<file path="src/rtl/wb_arbiter.sv">
// Round-robin arbiter that shares one writeback slot between NUM_REQ execution units.
// The grant is combinational; the winner's payload is registered onto the WB port.
module wb_arbiter #(
  parameter int NUM_REQ = 4,
  parameter int DATA_W  = 72
) (
  input  logic                       i_clk,
  input  logic                       i_rst_n,
  input  logic                       i_flush,
  input  logic                       i_wb_block,
  input  logic [NUM_REQ-1:0]         i_req_valid,
  input  logic [NUM_REQ*DATA_W-1:0]  i_req_data,
  output logic [NUM_REQ-1:0]         o_grant,
  output logic                       o_wb_valid,
  output logic [DATA_W-1:0]          o_wb_data,
  output logic [$clog2(NUM_REQ)-1:0] o_wb_src
);

  localparam int IDX_W = $clog2(NUM_REQ);
  localparam logic [IDX_W:0]   L_NUM  = (IDX_W+1)'(NUM_REQ);
  localparam logic [IDX_W-1:0] L_LAST = IDX_W'(NUM_REQ - 1);

  logic [IDX_W-1:0]   r_rr_ptr;
  logic               r_wb_valid;
  logic [DATA_W-1:0]  r_wb_data;
  logic [IDX_W-1:0]   r_wb_src;

  logic               w_grant_en;
  logic               w_any;
  logic               w_take;
  logic [NUM_REQ-1:0] w_grant;
  logic [IDX_W-1:0]   w_gnt_idx;
  logic [IDX_W:0]     w_sum;
  logic [IDX_W:0]     w_pos;
  logic [DATA_W-1:0]  w_sel_data;

  assign w_grant_en = ~i_flush & ~i_wb_block;

  // Search upward from r_rr_ptr, wrapping modulo NUM_REQ; first valid request wins.
  always_comb begin
    w_grant   = '0;
    w_gnt_idx = '0;
    w_any     = 1'b0;
    w_sum     = '0;
    w_pos     = '0;
    for (int i = 0; i < NUM_REQ; i++) begin
      w_sum = {1'b0, r_rr_ptr} + (IDX_W+1)'(i);
      w_pos = (w_sum >= L_NUM) ? (w_sum - L_NUM) : w_sum;
      if (!w_any && i_req_valid[w_pos[IDX_W-1:0]]) begin
        w_any                         = 1'b1;
        w_grant[w_pos[IDX_W-1:0]]     = 1'b1;
        w_gnt_idx                     = w_pos[IDX_W-1:0];
      end
    end
  end

  always_comb begin
    w_sel_data = '0;
    for (int k = 0; k < NUM_REQ; k++) begin
      if (w_grant[k]) w_sel_data = i_req_data[k*DATA_W +: DATA_W];
    end
  end

  assign w_take  = w_any & w_grant_en & i_rst_n;
  assign o_grant = w_grant & {NUM_REQ{w_grant_en & i_rst_n}};

  always_ff @(posedge i_clk or negedge i_rst_n) begin
    if (!i_rst_n) begin
      r_rr_ptr   <= '0;
      r_wb_valid <= 1'b0;
      r_wb_data  <= '0;
      r_wb_src   <= '0;
    end else begin
      r_wb_valid <= w_take;
      if (w_take) begin
        r_wb_data <= w_sel_data;
        r_wb_src  <= w_gnt_idx;
        r_rr_ptr  <= (w_gnt_idx == L_LAST) ? '0 : w_gnt_idx + 1'b1;
      end
    end
  end

  assign o_wb_valid = r_wb_valid;
  assign o_wb_data  = r_wb_data;
  assign o_wb_src   = r_wb_src;

endmodule
</file>
<file path="config.mk">
export PLATFORM = sky130hd
export DESIGN_NAME = wb_arbiter
export DESIGN_NICKNAME = d
export VERILOG_FILES = /design/src/rtl/wb_arbiter.sv
export SDC_FILE = /design/constraint.sdc
export NUM_CORES = 1
export LEC_CHECK = 0
export ABC_CLOCK_PERIOD_IN_PS = 4530
export CORE_AREA = 2 2 146 148
export CTS_BUF_LIST = sky130_fd_sc_hd__clkbuf_8
export CTS_CLUSTER_DIAMETER = 100
export CTS_CLUSTER_SIZE = 8
export DETAILED_ROUTE_END_ITERATION = 10
export DIE_AREA = 0 0 148 150
export HOLD_SLACK_MARGIN = 0.08
export PLACE_DENSITY = 0.75
export SYNTH_ARGS = -nofsm -noshare
export SYNTH_HDL_FRONTEND = slang
export SYNTH_SLANG_ARGS = --single-unit
</file>
<file path="constraint.sdc">
create_clock -name i_clk -period 4.53 [get_ports i_clk]
set_clock_uncertainty 0.05 [all_clocks]
set_input_delay 0.906 -clock i_clk [delete_from_list [all_inputs] [get_ports i_clk]]
set_output_delay 0.906 -clock i_clk [all_outputs]
set_load 0.1 [all_outputs]
</file>
==> results.json, run 1 <==
{
  "die_h_um": 150,
  "min_period_over_period_pct": 88.1,
  "crit_required_ps": 3570,
  "p_int_mw": 3.28,
  "numCtsBuffers": 9,
  "yosys_warnings": 0,
  "final.setup.tns_ps": 0,
  "grt_pass1_wl_mm": 40.0,
  "io_pins": 375,
  "dr.pass1.iters": 5,
  "p_per_area_nw_per_um2": 890,
  "hold_viol_final": 0,
  "h-tree-depth": 3,
  "fin_nets": 1360,
  "syn_area_sq_um": 5550,
  "clockRootBuffer": "clkbuf_8",
  "drc": 0,
  "max_cap_violations": 0,
  "power_switching_mw": 5.38,
  "track_usage_pct": 23.0,
  "core_sq_um": 20700,
  "final_core_util_pct": 47.1,
  "holdBufCountCts": 0,
  "cts_buffer_depth": 2,
  "num-fill-cells": 2032,
  "cts.repair.resized": 0,
  "power.leakage_nw": 3.77,
  "grt_antenna_before_repair": 1,
  "die-area_sq_um": 22200,
  "drt_iter0_drc": 397,
  "swShare_pct": 62.1,
  "grt_max_degree": 73,
  "grt_pass1_vias": 7150,
  "critPathMaxFanout": 8,
  "dp_hpwl_mm": 18.3,
  "start_kind": "input pin",
  "die_w_um": 148,
  "drive_above_1_share_pct": 5.37,
  "status": "completed",
  "cp-end-kind": "output pin",
  "tightest_slew_ps": 1090,
  "std_cell_rows": 53,
  "slew-limit-headroom_pct": 27.3,
  "cts_tree": "built",
  "ys.flop_type": "dfrtp_1",
  "crit_type": "in -> out",
  "avgSynthCellArea_sq_um": 7.59,
  "rsz0062_at_grt": "no",
  "portBuffers": 374,
  "vias_per_cell": 5.41,
  "start_util_pct": 26.8,
  "fin_crit_ps": 3990,
  "power_frac_comb_pct": 79.1,
  "syn_to_final_growth_pct": 75.4,
  "final_common_cell": "clkdlybuf4s50_1",
  "ir_drop_mv": 0.646,
  "synthArstFlopShare_pct": 100,
  "post_cts_buffers": 0,
  "critPathArrivalTime_ps": 3040,
  "ys_seq_elements": 77,
  "report.final.slew_viol_count": 0,
  "yosysUniqueCellTypes": 37,
  "antenna_left": 0,
  "syn_nets": 1034,
  "yosysSeqAreaShare_pct": 34.7,
  "hp-class": "reg -> reg",
  "clock-sinks": 77,
  "clkPwrFrac_pct": 6.7,
  "clk_pin_slew_worst_paths_ps": 90,
  "wl_per_cell_um": 20.1,
  "syn_inst": 731,
  "finalWeightedCongestion": 0.860,
  "layout_common_cells": "clkdlybuf4s50_1 (369), a21oi_1 (147), nand2_1 (82)",
  "overflow": 0,
  "vias": 7244,
  "clock_latency_ps": 370,
  "r2r_slack_ps": 1130,
  "power.share.sequential_pct": 14.2,
  "fmax_mhz": 250,
  "synth-edff-count": 0,
  "wl_mm": 26.9,
  "setup_viol": 0
}
-- power by group through the flow --
stage	sequential [mW]	clock, mW	combinational [mW]
finish	1.23	0.577	6.86
global route	1.27	0.624	7.17
CTS	1.23	0.598	6.83
detailed placement	1.24	0	6.82
global placement	1.23	0	6.77
floorplan	3.70	0	2.60
-- area by class of cell --
cell class	instances	area, sq um	share of cell area (%)
Timing Repair Buffer	392	3940	40.5
Multi-Input combinational cell	573	3300	33.9
Sequential cell	77	1930	19.8
Tap cell	275	344	3.53
Clock buffer	10	138	1.41
Clock inverter	6	71.3	0.732
Inverter	4	15.0	0.154
Antenna cell	1	2.50	0.0257
-- worst max-delay path: stages --
cell and delay, ps:
clkdlybuf4s50_1 540, nor2_1 280, or4b_1 480, nand3_2 210, a221o_2 250, and2_1 180, buf_12 180
-- stage by stage --
step / setup WS, ps / total power [mW] / instance area (sq um) / cells / hold slack, ps
3_3_place_gp: 609 / 7.99 / 9530 / 1321 / 413
3_5_place_dp: 557 / 8.06 / 9530 / 1321 / 415
4_1_cts: 556 / 8.66 / 9730 / 1337 / 437
6_report: 538 / 8.66 / 9740 / 1338 / 437
5_1_grt: 435 / 9.07 / 9730 / 1337 / 474
2_1_floorplan: 94.0 / 6.29 / 5550 / 731 / 560
-- per-layer routing --
layer  vias up  routed length (um)  track usage, %
li1       3342                   -               -
met1      3447               10700            28.5
met2       407               13100            39.3
met3        48                2330            4.63
met4         0                 811            9.29
met5         -                   0               0
-- path summary, 6_finish.rpt --
| check | from | end | cells past startpoint |
|---|---|---|---|
| min in group asynchronous | i_rst_n | o_wb_data[65] | 2 |
| hold / removal | o_wb_src[1] | o_wb_src[1] | 2 |
| hold reg to reg | o_wb_src[1] | o_wb_src[1] | 2 |
| setup / recovery | i_req_valid[1] | o_grant[3] | 7 |
| setup reg to reg | r_rr_ptr[1] | o_wb_data[28] | 10 |
| max in group asynchronous | i_rst_n | o_wb_data[70] | 3 |
-- cell families (layout without fill, tap and decap cells) --
group,count (synthesis),after routing,share of synthesized area [%]
AO/OA/AOI/OAI,379,379,41.7
flip-flops,77,77,34.7
adder cells (fa/ha/maj),7,7,1.58
buffers and inverters,81,412,6.63
AND/OR/NAND/NOR,180,180,13.2
multiplexers,6,6,2.01
other,0,1,0
XOR/XNOR,1,1,0.158
-- sequential cells by signal (all words and copies together) (netlist names), named ones only --
| name | count |
|---|---|
| r_rr_ptr | 1 |
| o_wb_data | 72 |
| o_wb_src | 2 |
| o_wb_valid | 1 |
-- Yosys cell counts (2+ instances only) --
library cell	instances	area, sq um
o22ai_1	72	450
a211oi_1	2	15.0
nand2_1	84	315
a21oi_1	147	736
mux4_2	4	90.1
dfrtp_1	77	1930
a221oi_2	2	30.0
ha_1	7	87.6
nor2b_1	2	12.5
buf_2	24	120
buf_4	9	67.6
nor2_1	79	297
o31a_1	72	631
o21ai_0	75	375
clkbuf_1	44	165
inv_1	4	15.0
and2_1	4	25.0
nand3b_1	3	22.5
a221o_1	2	20.0
Note: power is estimated with default switching activity, not from simulation.
==> inputs of run 2 (changes only) <==
Settings changed: ABC_CLOCK_PERIOD_IN_PS 4530 to 4800, CORE_AREA 2 2 146 148 to 2 2 144 146, DIE_AREA 0 0 148 150 to 0 0 146 148, PLACE_DENSITY 0.75 to 0.76.
Clock period 4.53 ns to 4.8 ns, I/O delays scaled along.
==> results.json, run 2 (same netlist as run 1, synthesis figures left out) <==
{
  "status": "completed",
  "cp-end-kind": "output pin",
  "vias": 7265,
  "drt_iter0_drc": 542,
  "fin_nets": 1355,
  "io_pins": 375,
  "start_util_pct": 27.7,
  "clk_pin_slew_worst_paths_ps": 80,
  "p_per_area_nw_per_um2": 840,
  "dr.pass1.iters": 6,
  "drive_above_1_share_pct": 4.73,
  "crit_required_ps": 3790,
  "wl_mm": 26.6,
  "portBuffers": 374,
  "clockRootBuffer": "clkbuf_8",
  "track_usage_pct": 23.5,
  "tightest_slew_ps": 1050,
  "critPathMaxFanout": 17,
  "max_stage_delay_ps": 750,
  "largest_reg_flops": 72,
  "h-tree-depth": 3,
  "crit_family": "flip-flops",
  "layout_common_cells": "clkdlybuf4s50_1 (369), a21oi_1 (147), nand2_1 (82)",
  "instances_no_fill": 1328,
  "crit_type": "reg -> out",
  "final.setup.worst_slack_ps": 517,
  "setup_viol": 0,
  "cts.repair.resized": 0,
  "post_cts_buffers": 0,
  "clock_latency_ps": 350,
  "hp-class": "reg -> reg",
  "min_period_over_period_pct": 89.2,
  "hold_viol_final": 0,
  "cp_num_buf_inv": 2,
  "die_w_um": 146,
  "die_h_um": 148,
  "drc": 0,
  "fin_crit_ps": 4280,
  "rsz0062_at_grt": "no",
  "holdBufCountCts": 0,
  "dp_hpwl_mm": 18.2,
  "fmax_mhz": 233,
  "clock-sinks": 77,
  "wl_per_cell_um": 20.0,
  "critPathArrivalTime_ps": 3270,
  "path_cells": "inv_1, ha_1, mux4_2, nand3b_1, a21oi_1, a221oi_4, nor2_1, buf_12",
  "cts_tree": "built",
  "start_kind": "register",
  "die-area_sq_um": 21600,
  "dp_slack_ps": 698,
  "hold_ws_ps": 453,
  "final.setup.tns_ps": 0,
  "slew-limit-headroom_pct": 30.1,
  "final_common_cell": "clkdlybuf4s50_1",
  "grt_pass1_wl_mm": 40.2,
  "report.final.slew_viol_count": 0,
  "ir_drop_mv": 0.692,
  "syn_to_final_growth_pct": 74.7,
  "total_power_mw": 8.15,
  "slowest_stage": "dfrtp_1",
  "numCtsBuffers": 9,
  "grt_pass1_vias": 7138,
  "finalWeightedCongestion": 0.844,
  "max_cap_violations": 0,
  "cts_buffer_depth": 2,
  "grt_antenna_before_repair": 2,
  "overflow": 0,
  "power.leakage_nw": 3.76,
  "antenna_left": 0,
  "vias_per_cell": 5.47,
  "core_sq_um": 20000,
  "grt_max_degree": 73,
  "std_cell_rows": 52,
  "place_inst": 1311
}
==> run 2: routing by layer <==
metal | part of all wire (%) | global-route usage (%)
met1 | 38 | 29.1
met2 | 49 | 39.5
met3 | 9.6 | 5.59
met4 | 3.2 | 9.56
met5 | 0.060 | 0
==> run 2: worst register-to-register path: cells and delay by family (launching register included) <==
family	cells	cell delay, ps
AO/OA/AOI/OAI	5	940
adder cells (fa/ha/maj)	1	480
buffers and inverters	2	870
flip-flops	1	750
multiplexers	1	450
AND/OR/NAND/NOR	1	260
==> run 2: worst paths after layout <==
kind | startpoint | to | slack (ps) | cells after the start
min reg2reg | o_wb_src[1] | o_wb_src[1] | 450 | 2
max | register | o_grant[2] | 520 | 8
max reg2reg | register | o_wb_data[28] | 950 | 10
min in group asynchronous | i_rst_n | asynchronous set/reset pin | 530 | 1
max in group asynchronous | i_rst_n | o_wb_data[71] | 3220 | 2
min | o_wb_src[1] | o_wb_src[1] | 450 | 2
==> run 2: final cells by class <==
| type | count | area, sq um |
|---|---|---|
| Fill cell | 1980 | 10300 |
| Timing Repair Buffer | 387 | 3900 |
| Multi-Input combinational cell | 573 | 3300 |
| Sequential cell | 77 | 1930 |
| Tap cell | 270 | 338 |
| Clock buffer | 9 | 124 |
| Clock inverter | 7 | 91.3 |
| Inverter | 4 | 15.0 |
| Antenna cell | 1 | 2.50 |
==> run 2: stage by stage <==
stage          area, sq um  util (%)
6_report              9700      48.4
5_1_grt               9700      48.4
4_1_cts               9700      48.4
3_5_place_dp          9480      47.3
3_3_place_gp          9480      47.3
2_1_floorplan         5550         -
==> run 2: power breakdown <==
group          internal [mW]  switching (mW)  leakage (nW)  total (mW)
clock                  0.292           0.273         0.108       0.564
combinational           1.85            4.55          2.77        6.40
sequential             0.971           0.211         0.881        1.18
total                   3.11            5.04          3.76        8.15
